[config.mk]
export PLATFORM = sky130hd
export DESIGN_NAME = spike_rate_monitor
export DESIGN_NICKNAME = d
export VERILOG_FILES = /design/src/rtl/spike_rate_monitor_pkg.sv /design/src/rtl/spike_rate_monitor_sat_counter.sv /design/src/rtl/spike_rate_monitor.sv
export SDC_FILE = /design/constraint.sdc
export NUM_CORES = 1
export LEC_CHECK = 0
export BUFFER_PORTS_ARGS = -buffer_cell sky130_fd_sc_hd__buf_2
export CAP_MARGIN = 20
export CORE_MARGIN = 2
export CORE_UTILIZATION = 45
export DETAILED_ROUTE_END_ITERATION = 8
export PLACE_DENSITY = 0.63
export SLEW_MARGIN = 20
export SYNTH_ARGS = -nofsm -noshare
export SYNTH_HDL_FRONTEND = slang
export SYNTH_SLANG_ARGS = --single-unit
[constraint.sdc]
create_clock -name clk -period 7.06 [get_ports clk]
set_input_delay 1.059 -clock clk [delete_from_list [all_inputs] [get_ports clk]]
set_output_delay 1.059 -clock clk [all_outputs]
set_load 0.02 [all_outputs]
[src/rtl/spike_rate_monitor_pkg.sv]
// Shared constants and state types for the spike rate monitor.
// Channel map: bit 0 is the final spike, bits 1..3 are hidden neurons 1..3.
package spike_rate_monitor_pkg;

    localparam int CH_FINAL = 0;
    localparam int CH_N1    = 1;
    localparam int CH_N2    = 2;
    localparam int CH_N3    = 3;

    localparam int N_CH_DEF  = 4;
    localparam int CNT_W_DEF = 8;
    localparam int WIN_W_DEF = 16;

    typedef enum logic {
        CNT_IDLE,
        CNT_COUNT
    } cnt_state_e;

    typedef enum logic {
        DMP_EMPTY,
        DMP_DUMP
    } dump_state_e;

endpackage

[src/rtl/spike_rate_monitor_sat_counter.sv]
// Per-channel saturating spike counter with synchronous clear.
// ovf_o strobes when a spike arrives while the counter already sits at max.
module sat_counter #(
    parameter int CNT_W = 8
) (
    input  logic             clk_i,
    input  logic             reset_i,
    input  logic             en_i,
    input  logic             inc_i,
    input  logic             clr_i,
    output logic [CNT_W-1:0] next_o,
    output logic             ovf_o
);

    localparam logic [CNT_W-1:0] MAX = '1;

    logic [CNT_W-1:0] cnt_q;
    logic [CNT_W-1:0] cnt_d;

    always_comb begin
        cnt_d = cnt_q;
        ovf_o = 1'b0;
        if (en_i && inc_i) begin
            if (cnt_q == MAX) begin
                ovf_o = 1'b1;
            end else begin
                cnt_d = cnt_q + 1'b1;
            end
        end
    end

    // next_o includes this cycle's spike so the window end can snapshot it
    assign next_o = cnt_d;

    always_ff @(posedge clk_i) begin
        if (reset_i || clr_i) begin
            cnt_q <= '0;
        end else begin
            cnt_q <= cnt_d;
        end
    end

endmodule

[src/rtl/spike_rate_monitor.sv]
// Windowed per-channel spike counter with a snapshot buffer that is
// streamed out one channel per beat over a valid/ready handshake.
module spike_rate_monitor
    import spike_rate_monitor_pkg::*;
#(
    parameter int N_CH  = N_CH_DEF,
    parameter int CNT_W = CNT_W_DEF,
    parameter int WIN_W = WIN_W_DEF
) (
    input  logic                    clk,
    input  logic                    reset,
    input  logic [N_CH-1:0]         spike_in,
    input  logic                    enable,
    input  logic [WIN_W-1:0]        window_len,
    input  logic                    clear_flags,
    output logic                    rd_valid,
    input  logic                    rd_ready,
    output logic [$clog2(N_CH)-1:0] rd_channel,
    output logic [CNT_W-1:0]        rd_count,
    output logic                    window_tick,
    output logic [N_CH-1:0]         overflow,
    output logic                    dropped
);

    localparam int CH_W = $clog2(N_CH);
    localparam logic [CH_W-1:0] LAST_CH = CH_W'(N_CH - 1);

    cnt_state_e  state_q, state_d;
    dump_state_e dstate_q, dstate_d;

    logic [WIN_W-1:0] len_q, len_d;
    logic [WIN_W-1:0] win_q, win_d;
    logic [WIN_W-1:0] len_eff;

    logic [N_CH-1:0][CNT_W-1:0] cnt_next;
    logic [N_CH-1:0][CNT_W-1:0] snap_q, snap_d;
    logic [CH_W-1:0]            ch_q, ch_d;
    logic [N_CH-1:0]            ovf_set;
    logic [N_CH-1:0]            ovf_q, ovf_d;
    logic                       drop_q, drop_d;

    logic run;
    logic last;
    logic xfer;
    logic fin;
    logic load;
    logic drop_set;

    assign len_eff = (window_len == '0) ? WIN_W'(1) : window_len;
    assign run     = (state_q == CNT_COUNT) && enable;
    assign last    = run && (win_q == len_q - 1'b1);

    for (genvar i = 0; i < N_CH; i++) begin : g_cnt
        sat_counter #(
            .CNT_W (CNT_W)
        ) u_cnt (
            .clk_i   (clk),
            .reset_i (reset),
            .en_i    (run),
            .inc_i   (spike_in[i]),
            .clr_i   (!run || last),
            .next_o  (cnt_next[i]),
            .ovf_o   (ovf_set[i])
        );
    end

    always_comb begin
        state_d = state_q;
        len_d   = len_q;
        win_d   = win_q;
        unique case (state_q)
            CNT_IDLE: begin
                if (enable) begin
                    state_d = CNT_COUNT;
                    len_d   = len_eff;
                    win_d   = '0;
                end
            end
            CNT_COUNT: begin
                if (!enable) begin
                    state_d = CNT_IDLE;
                    win_d   = '0;
                end else if (last) begin
                    len_d = len_eff;
                    win_d = '0;
                end else begin
                    win_d = win_q + 1'b1;
                end
            end
            default: state_d = CNT_IDLE;
        endcase
    end

    // The buffer is free when empty or when its last word leaves this cycle
    assign xfer     = (dstate_q == DMP_DUMP) && rd_ready;
    assign fin      = xfer && (ch_q == LAST_CH);
    assign load     = last && ((dstate_q == DMP_EMPTY) || fin);
    assign drop_set = last && !load;

    always_comb begin
        dstate_d = dstate_q;
        ch_d     = ch_q;
        snap_d   = snap_q;
        unique case (dstate_q)
            DMP_EMPTY: begin
                if (load) begin
                    dstate_d = DMP_DUMP;
                    ch_d     = '0;
                    snap_d   = cnt_next;
                end
            end
            DMP_DUMP: begin
                if (load) begin
                    ch_d   = '0;
                    snap_d = cnt_next;
                end else if (fin) begin
                    dstate_d = DMP_EMPTY;
                    ch_d     = '0;
                end else if (xfer) begin
                    ch_d = ch_q + 1'b1;
                end
            end
            default: dstate_d = DMP_EMPTY;
        endcase
    end

    assign ovf_d  = (clear_flags ? '0 : ovf_q) | ovf_set;
    assign drop_d = (clear_flags ? 1'b0 : drop_q) | drop_set;

    always_ff @(posedge clk) begin
        if (reset) begin
            state_q  <= CNT_IDLE;
            dstate_q <= DMP_EMPTY;
            len_q    <= WIN_W'(1);
            win_q    <= '0;
            snap_q   <= '0;
            ch_q     <= '0;
            ovf_q    <= '0;
            drop_q   <= 1'b0;
        end else begin
            state_q  <= state_d;
            dstate_q <= dstate_d;
            len_q    <= len_d;
            win_q    <= win_d;
            snap_q   <= snap_d;
            ch_q     <= ch_d;
            ovf_q    <= ovf_d;
            drop_q   <= drop_d;
        end
    end

    assign rd_valid    = (dstate_q == DMP_DUMP);
    assign rd_channel  = ch_q;
    assign rd_count    = rd_valid ? snap_q[ch_q] : '0;
    assign window_tick = last;
    assign overflow    = ovf_q;
    assign dropped     = drop_q;

endmodule

==> metrics, run 1 <==
status=completed; Buf/Inv on CP=3; crit path max fanout=37; IO Pins=42; Post-synth ARST share=0%; first-pass GRT wire length=21,700 um; Slew Viols, Final=0; min Tclk post-route=4.70 ns; drt total wl=13,100 um; slew margin rel.=just under 30%; commonest non-fill, non-tap cell in the layout=dfxtp_1; worst slew pin tran=1.05 ns; mux contribution to synthesized area=8.25%; Post-Syn Nets=674; Final Hold Viols=0; WL per Instance=16.3 um; slowest stage delay, CP=0.92 ns; Critical Path End Type=output port; Max Clk Rate=213 MHz; Layout area overhead=10.1%; critical path's slowest cell=nor4_1; Vias=4,746; met3 usage=5.63%; FF-to-FF End=win_q[4]; hold slack=0.454 ns; crit path kind=flip-flop to output port; CTS tree=built; die height=114 um; DR iter-0 viols=around 340; HPWL Detailed=slightly above 9000 um; worst path cell trace=nor4_1 -> a2111oi_0 -> or4_1 -> o22a_1 -> nand4_2 -> buf_4 -> inv_2 -> buf_2; Initial Util=45.6%; worst skew pair latency=0.35 ns; Antenna Violating Nets Remaining=0; critical path data required time=6.00 ns; Synth Instances=642; CP arrival=3.64 ns; Final Skew=0.00906 ns; routed vias/inst=5.88; sequential share of the synthesized area=~39%; largest net degree at the start of global routing=just over 60; num rows=40; CTS Root Buffer Type=clkbuf_16; antenna violations before repair=0; RR Startpoint=len_q[2]; Final Non-Filler Cells=807; CTS Buf Count=9; placed insts=791; Critical Path Start Type=flip-flop; clk slew on worst S/H paths=0.07 ns; Ant. Diodes=0; worst min-delay path startpoint=overflow[2]; Post-Route Setup TNS=0 ns; GR peak layer=met2; Synth Warn #=0; fraction of the mapped netlist area in simple logic gates=27.9%; CP delay by family, top=simple AND/OR/NAND/NOR gates; Worst VDD drop=between 0.15 and 0.2 mV; flop-to-flop setup slack=3.30 ns; Synth Area in Compound Gates=13.3%; Remaining Overflow, GRT=0; hold buffer count at cts=0; PD cells=208 nW/um^2; first-pass iteration count of the detailed router=4; GPL Wtd Cong=0.906; Worst Hold End=overflow[2]; ys flop type=dfxtp_1; post-synthesis xor/xnor area fraction=5.50%; synthesized area=5410 um^2; Residual DRC=0; nets@finish=687; # Post-CTS Setup Buffers=0; FF-to-FF path depth=8; clock buffer depth=2; GRT Total Usage=21.1%; Die Width=roughly 110 um; core region area=11,900 um^2; RSZ-0062 raised after global routing=no; GR Layer Usage met1=27.6%; Mean Syn Cell Area=about 8.4 um^2; setup violators final=0; max-cap violations=0; Worst Hold Depth=2; depth of the CTS H-tree=3; type of the most critical hold path=flip-flop to flip-flop; number of synthesized flops with an enable pin=0; #FFs+latches synth=105; Tcrit/Tclk final=66.5%; GR Util met2=34.5%; adder-cell area share of the yosys netlist=about 1.6%; clock sink count=105; most frequent cells in the layout=dfxtp_1, nor2_1, nand3_1; Port Buf Inserts=41; vias in the first global route=around 4.4k; leakage dissipation=2.21 nW; layout cells sized above 1=14.2%; largest family of logic cells by synthesized area=simple AND/OR/NAND/NOR gates; Die ar.=12,900 um^2; number of gates resized after cts=0; Distinct cells, synth=60
## state kept, by name (all words and copies together), names as in the netlist
name,flops
rd_valid,1
g_cnt.u_cnt.cnt_q,32
win_q,16
state_q,1
rd_channel,2
snap_q,32
overflow,4
len_q,16
dropped,1
## synthesized netlist by cell type, types with 11 or more instances
master | n | share of area, %
dfxtp_1 | 105 | 39
nor2_1 | 53 | 3.7
nand3_1 | 46 | 4.3
a21oi_1 | 44 | 4.1
nand2_1 | 40 | 2.8
nor3_1 | 39 | 3.6
and3_1 | 38 | 4.4
clkbuf_1 | 32 | 2.2
o21ai_0 | 28 | 2.6
xnor2_1 | 24 | 3.9
mux2i_1 | 21 | 3.9
and2_1 | 12 | 1.4
nand4_1 | 11 | 1.3
nor4_1 | 11 | 1.3
## report_power, final
part           leakage [nW]  switching [mW]  internal, mW
Clock                 0.150           0.233         0.289
Sequential            0.849          0.0126         0.601
Combinational          1.21          0.0628        0.0433
## worst max-delay path by stage
| stage | startpoint | endpoint | slack, ns | cells after the start |
|---|---|---|---|---|
| floorplan | len_q[9] | window_tick | 3.70 | 7 |
| global placement | len_q[2] | window_tick | 2.83 | 8 |
| detailed placement | len_q[2] | window_tick | 2.85 | 8 |
| CTS | len_q[2] | window_tick | 2.44 | 8 |
| global route | len_q[2] | window_tick | 2.10 | 8 |
| finish | len_q[2] | window_tick | 2.36 | 8 |
## final cells by class
type / count / area [um^2]
Sequential cell: 105 / 2100
Tap cell: 147 / 184
Fill cell: 1128 / 5900
Clock inverter: 6 / 72.6
Clock buffer: 10 / 239
Inverter: 10 / 37.5
Timing Repair Buffer: 47 / 250
Multi-Input combinational cell: 482 / 3070
## per-layer routing
metal | part of all wire [%] | wire length (um) | vias up
li1 | - | - | 2364
met1 | 47 | 6130 | 2298
met2 | 48 | 6350 | 70
met3 | 3.0 | 391 | 14
met4 | 1.9 | 255 | 0
met5 | 0 | 0 | -
## metrics by stage
stage	total power, mW	utilization (%)	instance area [um^2]	setup WS [ns]
floorplan	0.705	-	5410	3.70
global placement	0.730	47.6	5650	2.83
detailed placement	0.732	47.6	5650	2.85
CTS	1.26	50.2	5960	2.44
global route	1.30	50.2	5960	2.10
finish	1.24	50.2	5960	2.36
## tightest hold or removal path: stages, from the launching register on
cell and delay (ns):
dfxtp_1 0.31, nand2_1 0.05, a21oi_1 0.05
## cell families (layout without fill, tap and decap cells)
group,count (synthesis),count (layout)
flops,105,105
fa+ha+maj,7,7
xor+xnor,34,34
simple gates,290,290
buf+inv,55,73
mux,34,34
compound gates,117,117
No activity file was read; power rests on OpenSTA's default activity.
==> run 2: changes to the inputs <==
Clock period 7.06 ns to 4.41 ns, I/O delays scaled along.
==> metrics, run 2 (synthesized netlist as in run 1, its figures left out) <==
GRT Total Usage=21.4% (+0.27 points); PnR worst setup slack=0.622 ns (-1.74 ns); clock sink count=105 (unchanged); Final Hold Viols=0 (unchanged); FF-to-FF path depth=8 (unchanged); total power=1.93 mW (+56%); worst slew pin tran=1.06 ns (+0.00551 ns); number of gates resized after cts=0 (unchanged); WL per Instance=16.5 um (+1.5%); Worst Hold End=overflow[2]; first-pass GRT wire length=22,000 um (+1.6%); Critical Path End Type=output port; nets@finish=689 (+0.29%); setup violators final=0 (unchanged); CP arrival=3.13 ns (-0.51 ns); Max Clk Rate=264 MHz; Tcrit/Tclk final=roughly 86%; Residual DRC=0 (unchanged); die height=114 um (unchanged); drt total wl=13,400 um (+1.8%); Final Skew=0.0117 ns (+0.00260 ns); crit path max fanout=30 (-19%); Initial Util=45.6% (unchanged); Critical Path Start Type=flip-flop; Slew Viols, Final=0 (unchanged); Worst VDD drop=0.146 mV (-14%); Worst Hold Depth=2 (unchanged); worst skew pair latency=0.36 ns (about the same); CTS tree=built; depth of the CTS H-tree=3 (unchanged); min Tclk post-route=3.79 ns; GPL Wtd Cong=0.839 (-7.4%); Ant. Diodes=0 (unchanged); leakage dissipation=2.21 nW (about the same); largest registers=g_cnt.u_cnt.cnt_q: 32 flops, snap_q: 32 flops; max-cap violations=0 (unchanged); Antenna Violating Nets Remaining=0 (unchanged); clock buffer depth=2 (unchanged); FF-to-FF End=win_q[6]; Port Buf Inserts=41 (unchanged); CTS Buf Count=9 (unchanged); vias in the first global route=4,460 (+2.4%); status=completed; clk slew on worst S/H paths=0.07 ns (about the same); CTS Root Buffer Type=clkbuf_16; pre-CTS WS=1.05 ns (-1.80 ns); slew margin rel.=29.4% (+0.28 points); commonest non-fill, non-tap cell in the layout=dfxtp_1; num rows=40 (unchanged); type of the most critical hold path=flip-flop to flip-flop; Layout area overhead=9.87%; Vias=4,705 (-0.86%); antenna violations before repair=0 (unchanged); Die ar.=12,900 um^2 (unchanged); routed vias/inst=5.82 (-1.1%); critical path data required time=3.75 ns (-2.25 ns); hold buffer count at cts=0 (unchanged); Fillers=1,142 (+1.2%); PD cells=325 nW/um^2 (+56%); core region area=11,900 um^2 (unchanged); Remaining Overflow, GRT=0 (unchanged); HPWL Detailed=9510 um (+2.3%); most frequent cells in the layout=dfxtp_1, nor2_1, nand3_1; first-pass iteration count of the detailed router=4 (unchanged); IO Pins=42 (unchanged); Die Width=114 um (unchanged); crit path kind=flip-flop to output port; RSZ-0062 raised after global routing=no; # Post-CTS Setup Buffers=0 (unchanged); largest net degree at the start of global routing=60 (-1.6%); DR iter-0 viols=277 (-18%); layout cells sized above 1=14.4% (+0.11 points); flop-to-flop setup slack=1.23 ns (-2.07 ns); Post-Route Setup TNS=0 ns (unchanged); RR Startpoint=len_q[2]; worst min-delay path startpoint=overflow[2]
## run 2: changes by cell type in the layout (fill, tap and decap cells not counted), sizes merged
cell and change:
buf +2, bufinv -1, clkbuf -1, clkinv +2, clkinvlp -1, inv +1
## run 2: stage by stage
stage                     utilization [%]  hold WS, ns  area, um^2  cells
after floorplan                         -        0.450        5410    642
after global placement               47.7        0.463        5660    793
after detailed placement             47.7        0.460        5660    793
after CTS                            50.1        0.470        5950    809
after global routing                 50.1        0.483        5950    809
final                                50.1        0.470        5950    809
## run 2: layout make-up
class | count | area, um^2 | share of cell area (%)
Multi-Input combinational cell | 482 | 3070 | 51.7
Sequential cell | 105 | 2100 | 35.4
Timing Repair Buffer | 49 | 265 | 4.46
Clock buffer | 9 | 225 | 3.79
Tap cell | 147 | 184 | 3.09
Inverter | 10 | 37.5 | 0.631
Clock inverter | 7 | 60.1 | 1.01
## run 2: how the worst max path moves through the flow
| stage | startpoint | endpoint | cells after the start |
|---|---|---|---|
| final | len_q[9] | window_tick | 7 |
| after global routing | len_q[9] | window_tick | 7 |
| after CTS | len_q[9] | window_tick | 7 |
| after detailed placement | len_q[9] | window_tick | 7 |
| after global placement | len_q[9] | window_tick | 7 |
| after floorplan | len_q[9] | window_tick | 7 |
## run 2: report_power, final
part | internal (mW) | switching [mW] | total, mW
clock network | 0.394 | 0.382 | 0.776
registers | 0.961 | 0.0200 | 0.981
logic | 0.0716 | 0.103 | 0.174
## run 2: critical path, cell delays in order (launching register included)
cell and delay (ns):
dfxtp_1 0.36, or4_4 0.57, or4_1 0.49, a211oi_2 0.31, o22a_1 0.18, nand4_2 0.13
inv_2 0.44, buf_2 0.27
## run 2: routing by layer
layer	track usage, %	part of all wire (%)	vias to the layer above
met2	35.3	48	94
met3	4.46	4.3	29
met5	0	0	-
met1	27.2	45	2221
li1	-	-	2361
met4	9.27	3.0	0
==> run 3: changes to the inputs <==
Settings changed: GPL_TIMING_DRIVEN from default to 0.
==> metrics, run 3 (synthesized netlist as in run 1, its figures left out) <==
status=completed; number of gates resized after cts=0 (unchanged); Post-Route Setup TNS=0 ns (unchanged); Max Clk Rate=259 MHz (-2.0%); Die Width=114 um (unchanged); Die ar.=12,900 um^2 (unchanged); setup violators final=0 (unchanged); Critical Path End Type=output port; worst skew pair latency=0.36 ns (about the same); max-cap violations=0 (unchanged); Buf/Inv on CP=3 (+1); WL met1=6500 um (+8.8%); nets@finish=724 (+5.1%); most frequent cells in the layout=dfxtp_1, nor2_1, nand3_1; leakage dissipation=2.27 nW (+2.9%); Tcrit/Tclk final=87.7% (+1.8 points); largest registers=g_cnt.u_cnt.cnt_q: 32 flops, snap_q: 32 flops; antenna violations before repair=0 (unchanged); WL per Instance=17.1 um (+3.4%); largest net degree at the start of global routing=18 (-70%); RSZ-0062 raised after global routing=no; worst slew pin tran=0.725 ns (-0.334 ns); crit path max fanout=10 (-67%); GPL Wtd Cong=0.891 (+6.2%); WL met2=6980 um (+8.9%); slew margin rel.=51.7% (+22 points); Antenna Violating Nets Remaining=0 (unchanged); depth of the CTS H-tree=3 (unchanged); CP arrival=3.21 ns (+0.08 ns); total power=2.06 mW (+6.4%); vias in the first global route=4,732 (+6.1%); DR iter-0 viols=321 (+16%); first-pass GRT wire length=23,800 um (+8.2%); crit path kind=flip-flop to output port; critical path data required time=3.75 ns (about the same); Fillers=1,173 (+2.7%); PD cells=336 nW/um^2 (+3.2%); Ant. Diodes=0 (unchanged); met3 routed WL=574 um (+0.70%); first-pass iteration count of the detailed router=5 (+1); drt total wl=14,400 um (+7.9%); layout cells sized above 1=13.6% (-0.72 points); Initial Util=45.6% (unchanged); type of the most critical hold path=flip-flop to flip-flop; commonest non-fill, non-tap cell in the layout=dfxtp_1; clock buffer depth=2 (unchanged); clk slew on worst S/H paths=0.07 ns (about the same); worst path cell trace=or3_1 -> or3_1 -> a2111oi_2 -> and4_1 -> nand4_2 -> inv_2 -> buf_2 -> buf_2; # Post-CTS Setup Buffers=0 (unchanged); clock sink count=105 (unchanged); Top Layer Used=met4; GRT Total Usage=23.5% (+2.1 points); Final Skew=0.0127 ns (+0.00108 ns); num rows=40 (unchanged); Critical Path Start Type=flip-flop; Remaining Overflow, GRT=0 (unchanged); critical path's slowest cell=a2111oi_2; Port Buf Inserts=39 (-4.9%); Residual DRC=0 (unchanged); Vias=4,846 (+3.0%); IO Pins=42 (unchanged); Worst VDD drop=0.220 mV (+51%); hold slack=0.483 ns (+0.0131 ns); CTS tree=built; CTS Buf Count=9 (unchanged); core region area=11,900 um^2 (unchanged); Slew Viols, Final=0 (unchanged); routed vias/inst=5.74 (-1.3%); CTS Root Buffer Type=clkbuf_16; slowest stage delay, CP=0.49 ns (-0.08 ns); CP delay by family, top=simple AND/OR/NAND/NOR gates; HPWL Detailed=11,000 um (+16%); Layout area overhead=13.2%; die height=114 um (unchanged); Final Hold Viols=0 (unchanged); hold buffer count at cts=0 (unchanged); min Tclk post-route=3.87 ns (+0.0792 ns)
run 3: cell count changes in the layout (fill, tap and decap cells not counted), moves of 2 or more:
cell,change
buf_2,+3
bufinv_16,+2
buf_6,+3
clkbuf_1,+33
buf_4,-5
inv_6,-2
run 3: per-stage QoR:
stage | util, % | setup slack [ns] | instances | area, um^2
finish | 51.6 | 0.543 | 844 | 6130
global route | 51.6 | 0.334 | 844 | 6130
CTS | 51.6 | 0.415 | 844 | 6120
detailed placement | 48.8 | 0.799 | 828 | 5790
global placement | 48.8 | 0.843 | 828 | 5790
floorplan | - | 1.45 | 642 | 5410
run 3: final timing paths:
check,slack [ns],from,depth (start not counted),to
worst max register to register,1.09,len_q[2],9,len_q[15]
worst max-delay path,0.54,len_q[2],8,window_tick
worst min-delay path,0.48,snap_q[19],2,snap_q[19]
worst min register to register,0.48,snap_q[19],2,snap_q[19]
run 3: area by class of cell:
cell class / instances / area [um^2] / share of cell area (%)
multi-input cells: 482 / 3070 / 50.1
flip-flops and latches: 105 / 2100 / 34.3
clock buffers: 11 / 243 / 3.96
plain buffers: 45 / 210 / 3.43
repair buffers: 39 / 195 / 3.19
well taps: 147 / 184 / 3.00
clock inverters: 5 / 86.3 / 1.41
inverters: 10 / 37.5 / 0.613
run 3: layer usage:
metal	global-route usage, %	vias up
met5	0	-
met4	7.24	0
met3	5.95	19
met2	39.3	89
met1	30.1	2311
li1	-	2427
run 3: power by group:
group          internal (mW)  switching (mW)
logic                 0.0758           0.110
registers              0.961          0.0188
clock network          0.518           0.372
total                   1.55           0.500
run 3: worst register-to-register path: stages, from the launching register on:
cell and delay [ns]:
dfxtp_1 0.38, or3_1 0.41, or3_1 0.38, a2111oi_2 0.49, nand4_1 0.21, o41ai_1 0.59, buf_4 0.30, buf_6 0.19
mux2i_1 0.22, nor2_1 0.05
